## config.mk

```make
export PLATFORM = sky130hd
export DESIGN_NAME = byte_striping_n
export DESIGN_NICKNAME = d
export VERILOG_FILES = /design/src/rtl/byte_striping_n.sv
export SDC_FILE = /design/constraint.sdc
export NUM_CORES = 1
export LEC_CHECK = 0
export BUFFER_PORTS_ARGS = -buffer_cell sky130_fd_sc_hd__buf_2
export CAP_MARGIN = 20
export CORE_ASPECT_RATIO = 1.75
export CORE_MARGIN = 8
export CORE_UTILIZATION = 50
export CTS_BUF_LIST = sky130_fd_sc_hd__clkbuf_16
export DETAILED_ROUTE_END_ITERATION = 8
export PLACE_DENSITY = 0.73
export SLEW_MARGIN = 20
export SYNTH_ARGS = -nofsm -noshare
export SYNTH_HDL_FRONTEND = slang
export SYNTH_SLANG_ARGS = --single-unit
```

## constraint.sdc

```tcl
create_clock -name clk_2f -period 2.4 [get_ports clk_2f]
set_input_delay 0.24 -clock clk_2f [delete_from_list [all_inputs] [get_ports clk_2f]]
set_output_delay 0.24 -clock clk_2f [all_outputs]
set_load 0.1 [all_outputs]
```

## src/rtl/byte_striping_n.sv

```systemverilog
// Serial-to-parallel byte striper: consecutive accepted bytes fill lanes 0..LANES-1
// and each complete (or flushed partial) group is presented for one cycle.
module byte_striping_n #(
  parameter int DATA_W = 8,
  parameter int LANES  = 2
) (
  input  logic                      clk_2f,
  input  logic                      reset,
  input  logic [DATA_W-1:0]         data_in,
  input  logic                      valid_in,
  input  logic                      flush,
  output logic [LANES*DATA_W-1:0]   lane_data,
  output logic [LANES-1:0]          lane_valid,
  output logic [15:0]               grp_cnt
);

  localparam int PTR_W = $clog2(LANES);
  localparam int CNT_W = PTR_W + 1;

  typedef enum logic {FILL, EMIT} state_t;

  state_t                          state_reg, state_next;
  logic [PTR_W-1:0]                ptr_reg, ptr_next;
  logic [LANES-1:0][DATA_W-1:0]    stage_reg, stage_next;
  logic [LANES*DATA_W-1:0]         lane_data_reg;
  logic [LANES-1:0]                lane_valid_reg, lane_valid_next;
  logic [15:0]                     grp_cnt_reg;

  logic [CNT_W-1:0]                cnt_after;
  logic                            full;
  logic                            emit;
  logic [LANES-1:0]                slot_used;
  logic [LANES*DATA_W-1:0]         group_data;

  // Occupancy including this cycle's byte decides both full-group and flush emission.
  assign cnt_after = {1'b0, ptr_reg} + CNT_W'(valid_in);
  assign full      = (cnt_after == CNT_W'(LANES));
  assign emit      = full || (flush && (cnt_after != '0));

  generate
    for (genvar gi = 0; gi < LANES; gi++) begin : g_slot
      logic [DATA_W-1:0] slot_val;
      assign slot_val      = (valid_in && (ptr_reg == PTR_W'(gi))) ? data_in : stage_reg[gi];
      assign slot_used[gi] = (cnt_after > CNT_W'(gi));
      assign group_data[gi*DATA_W +: DATA_W] = slot_used[gi] ? slot_val : '0;
      assign stage_next[gi] = emit ? '0 : slot_val;
    end
  endgenerate

  // EMIT overlaps the next FILL, so the pointer logic is identical in both states.
  always_comb begin
    state_next      = state_reg;
    ptr_next        = ptr_reg + PTR_W'(valid_in);
    lane_valid_next = '0;
    case (state_reg)
      FILL:    if (emit) state_next = EMIT;
      EMIT:    if (!emit) state_next = FILL;
      default: state_next = FILL;
    endcase
    if (emit) begin
      ptr_next        = '0;
      lane_valid_next = slot_used;
    end
  end

  always_ff @(posedge clk_2f) begin
    if (reset) begin
      state_reg      <= FILL;
      ptr_reg        <= '0;
      stage_reg      <= '0;
      lane_data_reg  <= '0;
      lane_valid_reg <= '0;
      grp_cnt_reg    <= '0;
    end else begin
      state_reg      <= state_next;
      ptr_reg        <= ptr_next;
      stage_reg      <= stage_next;
      lane_valid_reg <= lane_valid_next;
      if (emit) begin
        lane_data_reg <= group_data;
        grp_cnt_reg   <= grp_cnt_reg + 16'd1;
      end
    end
  end

  assign lane_data  = lane_data_reg;
  assign lane_valid = lane_valid_reg;
  assign grp_cnt    = grp_cnt_reg;

endmodule

```

==> impl_metrics.ini, run 1 <==
[layout]
area_growth_pct = 21.94
multi_input_area_um2 = 774.5
n_antenna_cell = 0
finalInstanceArea_mm2 = 0.002072
layout_common_cells = buf_2, dfxtp_1, nor2_1
num-nets-final = 228
drive_above_1_share_pct = 29.38
final_common_cell = buf_2
fillers = 286
regArea_um2 = 860.8

[hold_path]
min_path_type = input pin to flip-flop

[synth]
yosysSeqAreaShare_pct = 50.66
yosys-top-cells-area = dfxtp_1, mux2i_1, nor2_1
netlist_area_mm2 = 0.001699
synth.largest_area_cell = dfxtp_1
ys.flop_type = dfxtp_1
syn-num-nets = 184
synth-seq-cells = 43
netlist_instances = 168
async_flop_share_pct = 0
avgSynthCellArea_um2 = 10.11
yosys_warnings = 0
yosys.cell_types.count = 35
synth_enable_flop_cells = 0
synth_top_cell_area_share_pct = 50.66

[worst_setup_path]
regToRegSetupSlack_ns = 0.47
critPathMaxFanout = 13
cp.depth = 7
rr_startpoint = ptr_reg
cp.arrival_ns = 2.11
crit_family = simple AND/OR/NAND/NOR gates
cp_data_required_time_ns = 2.57
crit_start = ptr_reg
critPathSlowestCell = nor4_2
regToRegEndpoint = grp_cnt[12]
slowest_delay_ns = 0.40
worstSetupStartpointType = flip-flop
r2r_cells = 7
critPathCaptureType = flip-flop
cp_cell_sequence = inv_1, ha_1, mux2i_1, buf_4, nor4_2, a311oi_1, a41o_1
path_buf_inv = 2
worstSetupPathType = flip-flop to flip-flop
crit_end = grp_cnt[12]

[pwr]
power.total_mw = 1.544
power.leakage_nw = 0.9253
power_density_mw_per_mm2 = 745.1
peakVddDrop_mv = 0.6880

[timing]
max_slew_margin_pct = 59.53
rsz0062_at_grt = false
fmax_ghz = 0.5174
finalSetupTns_ns = 0
final-setup-viol-count = 0
drv_slew = 0
tightest_slew_ns = 0.6044
finalHoldViolations = 0
fin_crit_ns = 1.933
finClkSkew_ns = 0.003991
min_period_over_period_pct = 80.52

[die]
die_h_um = 93.12
start_util_pct = 51.05
rows = 28
die_area_mm2 = 0.005593
chipWidth_um = 60.07
coreArea_mm2 = 0.003328
io_pins = 46

[route]
ant_nets = 0
dr_total_vias = 1343
drt_iter0_drc = 36
vias_per_cell = 5.246
drt_pass1_iterations = 4
wirelength_um = 3811
drc = 0
wl_per_cell_um = 14.89

[placement]
dp_hpwl_um = 2836
postPlaceCellArea_mm2 = 0.001943
io_buffers = 45
routabilityCongestion = 0.7637

[clock_tree]
cts_root_buf = clkbuf_16
cts_hold_buffers = 0
post_cts_buffers = 0
cts_made_buffers = 5
cts_buffer_depth = 2
cts.clk_slew.worst_paths_ns = 0.06
cts_tree = done
h-tree-depth = 2
cts.sinks = 43
clkLatencyLatePin_ns = 0.28
cts_resized = 0

[global_routing]
antenna_found_initial = 0
grt_usage_pct = 14.88
gr-total-overflow = 0
grt_pass1_vias = 1446
grt_pass1_wl_um = 6437
grt_start_max_net_pins = 25

[run_status]
status = completed

[flow_run]
maxCapViolCount = 0
==> where the power goes <==
group | switching, mW | internal (mW) | leakage, nW
Sequential | 0.0102 | 0.734 | 0.348
Combinational | 0.145 | 0.0426 | 0.510
Clock | 0.243 | 0.369 | 0.0669
Total | 0.398 | 1.15 | 0.925
==> worst reg2reg max path, stage by stage, from the launching register on <==
cell,delay [ns]
dfxtp_1,0.33
inv_1,0.07
ha_1,0.32
mux2i_1,0.14
buf_4,0.19
nor4_2,0.41
a311oi_1,0.14
a41o_1,0.21
==> kinds of logic (layout without fill, tap and decap cells) <==
family / Yosys count / count (layout) / synth area share [%]
AO/OA/AOI/OAI: 23 / 23 / 9.500
multiplexers: 11 / 11 / 6.628
AND/OR/NAND/NOR: 62 / 62 / 20.84
buffers and inverters: 14 / 57 / 3.755
adder cells (fa/ha/maj): 4 / 4 / 2.946
XOR/XNOR: 11 / 11 / 5.670
flip-flops: 43 / 43 / 50.66
==> synth_stat cells (2+ instances only) <==
| library cell | count |
|---|---|
| dfxtp_1 | 43 |
| nor2_1 | 24 |
| nand2_1 | 14 |
| xnor2_1 | 10 |
| mux2i_1 | 9 |
| a22o_1 | 8 |
| o21ai_0 | 8 |
| inv_1 | 5 |
| clkbuf_1 | 4 |
| ha_1 | 4 |
| a21oi_1 | 3 |
| buf_2 | 3 |
| nand3_1 | 3 |
| nand4_1 | 3 |
| nor2b_1 | 3 |
| nand2b_1 | 2 |
| nor3_1 | 2 |
| nor4_2 | 2 |
| nor4b_2 | 2 |
==> worst min-delay path by stage <==
stage / from / endpoint / slack [ns] / cells past startpoint
final: data_in[4] / lane_data[12] / 0.19 / 2
after detailed placement: lane_data[5] / lane_data[5] / 0.44 / 2
after global routing: data_in[6] / lane_data[14] / 0.19 / 2
after global placement: lane_data[3] / lane_data[3] / 0.44 / 2
after floorplan: reset / lane_valid[1] / 0.36 / 1
after CTS: data_in[2] / lane_data[10] / 0.18 / 2
==> cell type report <==
type                            count  area share [%]
Clock buffer                        5           6.039
Clock inverter                      1          0.1812
Inverter                            5          0.9058
Multi-Input combinational cell    111           37.38
Sequential cell                    43           41.55
Tap cell                           45           2.717
Timing Repair Buffer               46           11.23
==> routing by layer <==
layer  GRT usage [%]  vias to the layer above  share of wire (%)
li1                -                      657                  -
met4           8.016                        0                1.7
met1           15.16                      644                 39
met2           25.52                       36                 54
met5               0                        -                  0
met3           4.952                        6                5.9
==> through the flow <==
stage                     hold slack [ns]  utilization (%)  instances  worst slack (ns)
final                              0.1881            62.26        256            0.4674
after global routing               0.1861            62.26        256            0.3247
after CTS                          0.1833            62.26        256            0.4702
after global placement             0.4371            58.38        250            0.5144
after detailed placement           0.4438            58.38        250            0.4612
after floorplan                    0.3614                -        168           0.08179
(Power assumes the default switching activity.)
==> run 2, diff against run 1 <==
--- a/config.mk
+++ b/config.mk
@@ -9,10 +9,10 @@
 export CAP_MARGIN = 20
 export CORE_ASPECT_RATIO = 1.75
 export CORE_MARGIN = 8
-export CORE_UTILIZATION = 50
+export CORE_UTILIZATION = 45
 export CTS_BUF_LIST = sky130_fd_sc_hd__clkbuf_16
 export DETAILED_ROUTE_END_ITERATION = 8
-export PLACE_DENSITY = 0.73
+export PLACE_DENSITY = 0.69
 export SLEW_MARGIN = 20
 export SYNTH_ARGS = -nofsm -noshare
 export SYNTH_HDL_FRONTEND = slang
==> constraint.sdc (replaced) <==
create_clock -name clk_2f -period 1.65 [get_ports clk_2f]
set_input_delay 0.165 -clock clk_2f [delete_from_list [all_inputs] [get_ports clk_2f]]
set_output_delay 0.165 -clock clk_2f [all_outputs]
set_load 0.1 [all_outputs]
==> impl_metrics.ini, run 2 (same netlist as run 1, synthesis figures left out) <==
[hold_path]
min_path_cells = 2
hold_end = lane_data[8]
min_from = data_in[0]
min_path_type = input pin to flip-flop

[route]
drt_pass1_iterations = 5
wirelength_um = 4127
vias_per_cell = 5.139
ant_nets = 0
dr_total_vias = 1403
drt_iter0_drc = 26
drc = 0
wl_per_cell_um = 15.12

[worst_setup_path]
regToRegEndpoint = grp_cnt[15]
rr_startpoint = ptr_reg
critPathMaxFanout = 6
worstSetupStartpointType = flip-flop
critPathCaptureType = flip-flop
worstSetupPathType = flip-flop to flip-flop
regToRegSetupSlack_ns = -0.05
r2r_cells = 7
cp_data_required_time_ns = 1.82
cp.arrival_ns = 1.87

[clock_tree]
clkLatencyLatePin_ns = 0.28
cts_hold_buffers = 0
cts.clk_slew.worst_paths_ns = 0.06
cts_made_buffers = 5
cts.sinks = 43
h-tree-depth = 2
cts_tree = done
cts_root_buf = clkbuf_16
cts_buffer_depth = 2

[timing]
fin_crit_ns = 1.705
finClkSkew_ns = 0.002663
final-setup-viol-count = 5
fmax_ghz = 0.5866
min_period_over_period_pct = 103.3
max_slew_margin_pct = 67.13
rsz0062_at_grt = true
setup_slack_ns = -0.05473
drv_slew = 0
finalHoldViolations = 0
tightest_slew_ns = 0.4965

[die]
start_util_pct = 46.83
io_pins = 46
die_h_um = 97.29
rows = 29
coreArea_mm2 = 0.003628
die_area_mm2 = 0.006076
chipWidth_um = 62.45

[run_status]
violations = setup timing
status = complete, but fails checks

[pwr]
swShare_pct = 26.87
p_sw_mw = 0.6310
pwr-share-seq_pct = 45.6
intPower_mw = 1.717
p_clk_share_pct = 40.0
power.total_mw = 2.348
power_density_mw_per_mm2 = 987.8
power.leakage_nw = 1.093
peakVddDrop_mv = 1.008
power_frac_comb_pct = 14.5

[placement]
dp_hpwl_um = 3068
io_buffers = 45
dpl_worst_slack_ns = -0.1345
routabilityCongestion = 0.8156

[global_routing]
grt_usage_pct = 13.92
grt_pass1_vias = 1546
gr-total-overflow = 0
use_met1_pct = 14.18
grt-busiest-layer = met2
gr-usage-met3_pct = 3.926
grt_start_max_net_pins = 17
grt_pass1_wl_um = 7079
use_met2_pct = 25.48
antenna_found_initial = 0

[layout]
n_antenna_cell = 0
area_growth_pct = 39.91
drive_above_1_share_pct = 44.49
num-nets-final = 242
layout_common_cells = buf_2, dfxtp_1, nor2_1
final_common_cell = buf_2
fillers = 303
utilization_pct = 65.52

[flow_run]
maxCapViolCount = 0
[run 2: power groups by stage]
stage | combinational (mW) | sequential, mW | clock (mW)
5_1_grt | 0.361 | 1.07 | 0.991
2_1_floorplan | 0.113 | 1.21 | 0
3_5_place_dp | 0.308 | 1.09 | 0
6_report | 0.340 | 1.07 | 0.939
4_1_cts | 0.331 | 1.07 | 0.956
3_3_place_gp | 0.303 | 1.09 | 0
[run 2: stage by stage]
step,hold slack (ns),std cells,TNS [ns],cell area [um2]
2_1_floorplan,0.2864,168,0,1802
3_3_place_gp,0.3926,259,-0.09426,2120
3_5_place_dp,0.4018,259,-0.1952,2120
4_1_cts,0.1056,271,-0.1778,2326
5_1_grt,0.1264,273,-0.8927,2377
6_report,0.1092,273,-0.1604,2377
[run 2: area by class of cell]
class                           count  area (um2)  share of cell area, %
Clock buffer                        5       125.1                  5.263
Timing Repair Buffer               60       379.1                  15.95
Multi-Input combinational cell    111       877.1                  36.89
Tap cell                           46       57.56                  2.421
Inverter                            5       18.77                 0.7895
Sequential cell                    43       904.6                  38.05
Clock inverter                      3       15.01                 0.6316
[run 2: worst max-delay path, stage by stage (launching register included)]
cell,delay (ns)
dfxtp_2,0.34
inv_2,0.05
ha_4,0.28
mux2i_4,0.33
buf_6,0.18
nor2_4,0.04
nand3_2,0.08
mux2_4,0.29
[run 2: routing by layer]
layer,part of all wire (%),routed length [um]
met1,39,1616
met2,55,2262
met3,4.9,201
met5,0,0
met4,1.1,47
[run 2: worst max-delay path by stage]
stage	start	to	slack [ns]	cells past startpoint
after detailed placement	ptr_reg	grp_cnt[15]	-0.13	7
after floorplan	ptr_reg	grp_cnt[15]	0.006	7
after global placement	ptr_reg	grp_cnt[15]	-0.09	7
final	ptr_reg	grp_cnt[15]	-0.05	7
after global routing	ptr_reg	grp_cnt[15]	-0.10	7
after CTS	ptr_reg	grp_cnt[15]	-0.07	7
[run 2: what timing repair did]
item,4_1_cts,5_1_grt
endpoints found under the setup margin,12,34
buffers inserted,4,2
pin swaps,5,7
gates resized for setup,4,4
==> run 3, diff against run 2 <==
--- a/config.mk
+++ b/config.mk
@@ -7,12 +7,15 @@
 export LEC_CHECK = 0
 export BUFFER_PORTS_ARGS = -buffer_cell sky130_fd_sc_hd__buf_2
 export CAP_MARGIN = 20
+export CELL_PAD_IN_SITES_DETAIL_PLACEMENT = 1
+export CELL_PAD_IN_SITES_GLOBAL_PLACEMENT = 2
 export CORE_ASPECT_RATIO = 1.75
 export CORE_MARGIN = 8
-export CORE_UTILIZATION = 45
+export CORE_UTILIZATION = 28
 export CTS_BUF_LIST = sky130_fd_sc_hd__clkbuf_16
+export CTS_CLUSTER_DIAMETER = 60
 export DETAILED_ROUTE_END_ITERATION = 8
-export PLACE_DENSITY = 0.69
+export PLACE_DENSITY = 0.7
 export SLEW_MARGIN = 20
 export SYNTH_ARGS = -nofsm -noshare
 export SYNTH_HDL_FRONTEND = slang
==> impl_metrics.ini, run 3 (same netlist as run 1, synthesis figures left out) <==
[pwr]
p_clk_share_pct = 46.7
peakVddDrop_mv = 0.6946
intPower_mw = 1.952
power.leakage_nw = 1.018
power.total_mw = 2.597
pwr-share-seq_pct = 41.2
swShare_pct = 24.84
power_frac_comb_pct = 12.1
p_sw_mw = 0.6451
power_density_mw_per_mm2 = 1107

[placement]
dp_hpwl_um = 3239
dpl_worst_slack_ns = -0.1149
routabilityCongestion = 0.6944
io_buffers = 45
dp_cells = 288
postPlaceCellArea_mm2 = 0.002150

[layout]
num-nets-final = 233
fillers = 692
finalInstanceArea_mm2 = 0.002345
area_growth_pct = 38.00
utilization_pct = 39.88
fin_cells = 296
drive_above_1_share_pct = 42.66
n_antenna_cell = 0
layout_common_cells = buf_2, dfxtp_1, nor2_1
final_common_cell = buf_2

[worst_setup_path]
critPathCaptureType = flip-flop
worstSetupPathType = flip-flop to flip-flop
cp.arrival_ns = 1.81
critPathMaxFanout = 13
worstSetupStartpointType = flip-flop
cp_data_required_time_ns = 1.80

[clock_tree]
clkLatencyLatePin_ns = 0.28
cts_tree = done
cts.clk_slew.worst_paths_ns = 0.06
cts_hold_buffers = 0
cts_root_buf = clkbuf_16
cts.sinks = 43
cts_made_buffers = 5
cts_buffer_depth = 2
post_cts_buffers = 0
h-tree-depth = 2

[route]
dr_total_vias = 1365
wirelength_um = 4271
drc = 0
wl_per_cell_um = 14.43
drt_iter0_drc = 52
drt_pass1_iterations = 4
ant_nets = 0
vias_per_cell = 4.611

[timing]
finalHoldViolations = 0
rsz0062_at_grt = true
setup_slack_ns = -0.003322
drv_slew = 0
fmax_ghz = 0.6048
hold-worst-slack_ns = 0.1123
tightest_slew_ns = 0.6344
max_slew_margin_pct = 57.52
finClkSkew_ns = 0.002610
min_period_over_period_pct = 100.2
finalSetupTns_ns = -0.003322
final-setup-viol-count = 1
fin_crit_ns = 1.653

[die]
start_util_pct = 28.90
coreArea_mm2 = 0.005879
rows = 37
chipWidth_um = 74.89
die_h_um = 119.1
die_area_mm2 = 0.008915
io_pins = 46

[hold_path]
min_path_type = input pin to flip-flop

[global_routing]
grt_start_max_net_pins = 19
gr-total-overflow = 0
grt_usage_pct = 10.46
grt_pass1_vias = 1537
grt_pass1_wl_um = 7279
antenna_found_initial = 0

[flow_run]
maxCapViolCount = 0

[run_status]
status = complete, but fails checks
violations = setup timing
-- run 3: cell types whose count changed in the layout (fill, tap and decap cells not counted), moves of 2 or more --
cell,change
nor4b_4,-2
buf_4,-7
nor4b_2,+2
o21ai_1,+7
o21ai_0,-8
-- run 3: metal layers --
metal,up-vias,part of all wire [%],GRT usage [%]
met5,-,0,0
met4,0,2.0,4.815
met3,8,7.4,3.782
met2,39,49,17.23
met1,649,41,11.33
li1,669,-,-
-- run 3: final cells by class --
type	count	area (um2)	area share (%)
clock buffers	6	150.1	6.403
clock inverters	2	36.28	1.547
multi-input cells	111	842.1	35.91
well taps	78	97.59	4.162
inverters	5	18.77	0.8004
repair buffers	51	295.3	12.59
flip-flops and latches	43	904.6	38.58
-- run 3: timing repair --
item | 4_1_cts | 5_1_grt
resized for setup | 1 | 9
pin swaps | 2 | 1
setup endpoints to repair | 12 | 21
cloned | 0 | 0
-- run 3: worst max-delay path, stage by stage, from the launching register on --
cell and delay [ns]:
dfxtp_2 0.33, inv_2 0.05, ha_4 0.25, mux2i_4 0.19
buf_12 0.16, nor4_4 0.30, a31o_1 0.19, a21oi_1 0.05
-- run 3: path summary, 6_finish.rpt --
path                                    from            end  slack (ns)  cells after the start
worst min register to register  lane_data[1]   lane_data[1]        0.45                      2
worst min-delay path              data_in[6]  lane_data[14]        0.11                      2
worst max-delay path                 ptr_reg    grp_cnt[13]      -0.003                      7
worst max register to register       ptr_reg    grp_cnt[13]      -0.003                      7
-- run 3: power by group through the flow --
stage	sequential (mW)	combinational [mW]	clock, mW
2_1_floorplan	1.21	0.113	0
3_3_place_gp	1.09	0.315	0
3_5_place_dp	1.09	0.318	0
4_1_cts	1.07	0.321	1.25
5_1_grt	1.07	0.339	1.30
6_report	1.07	0.315	1.21
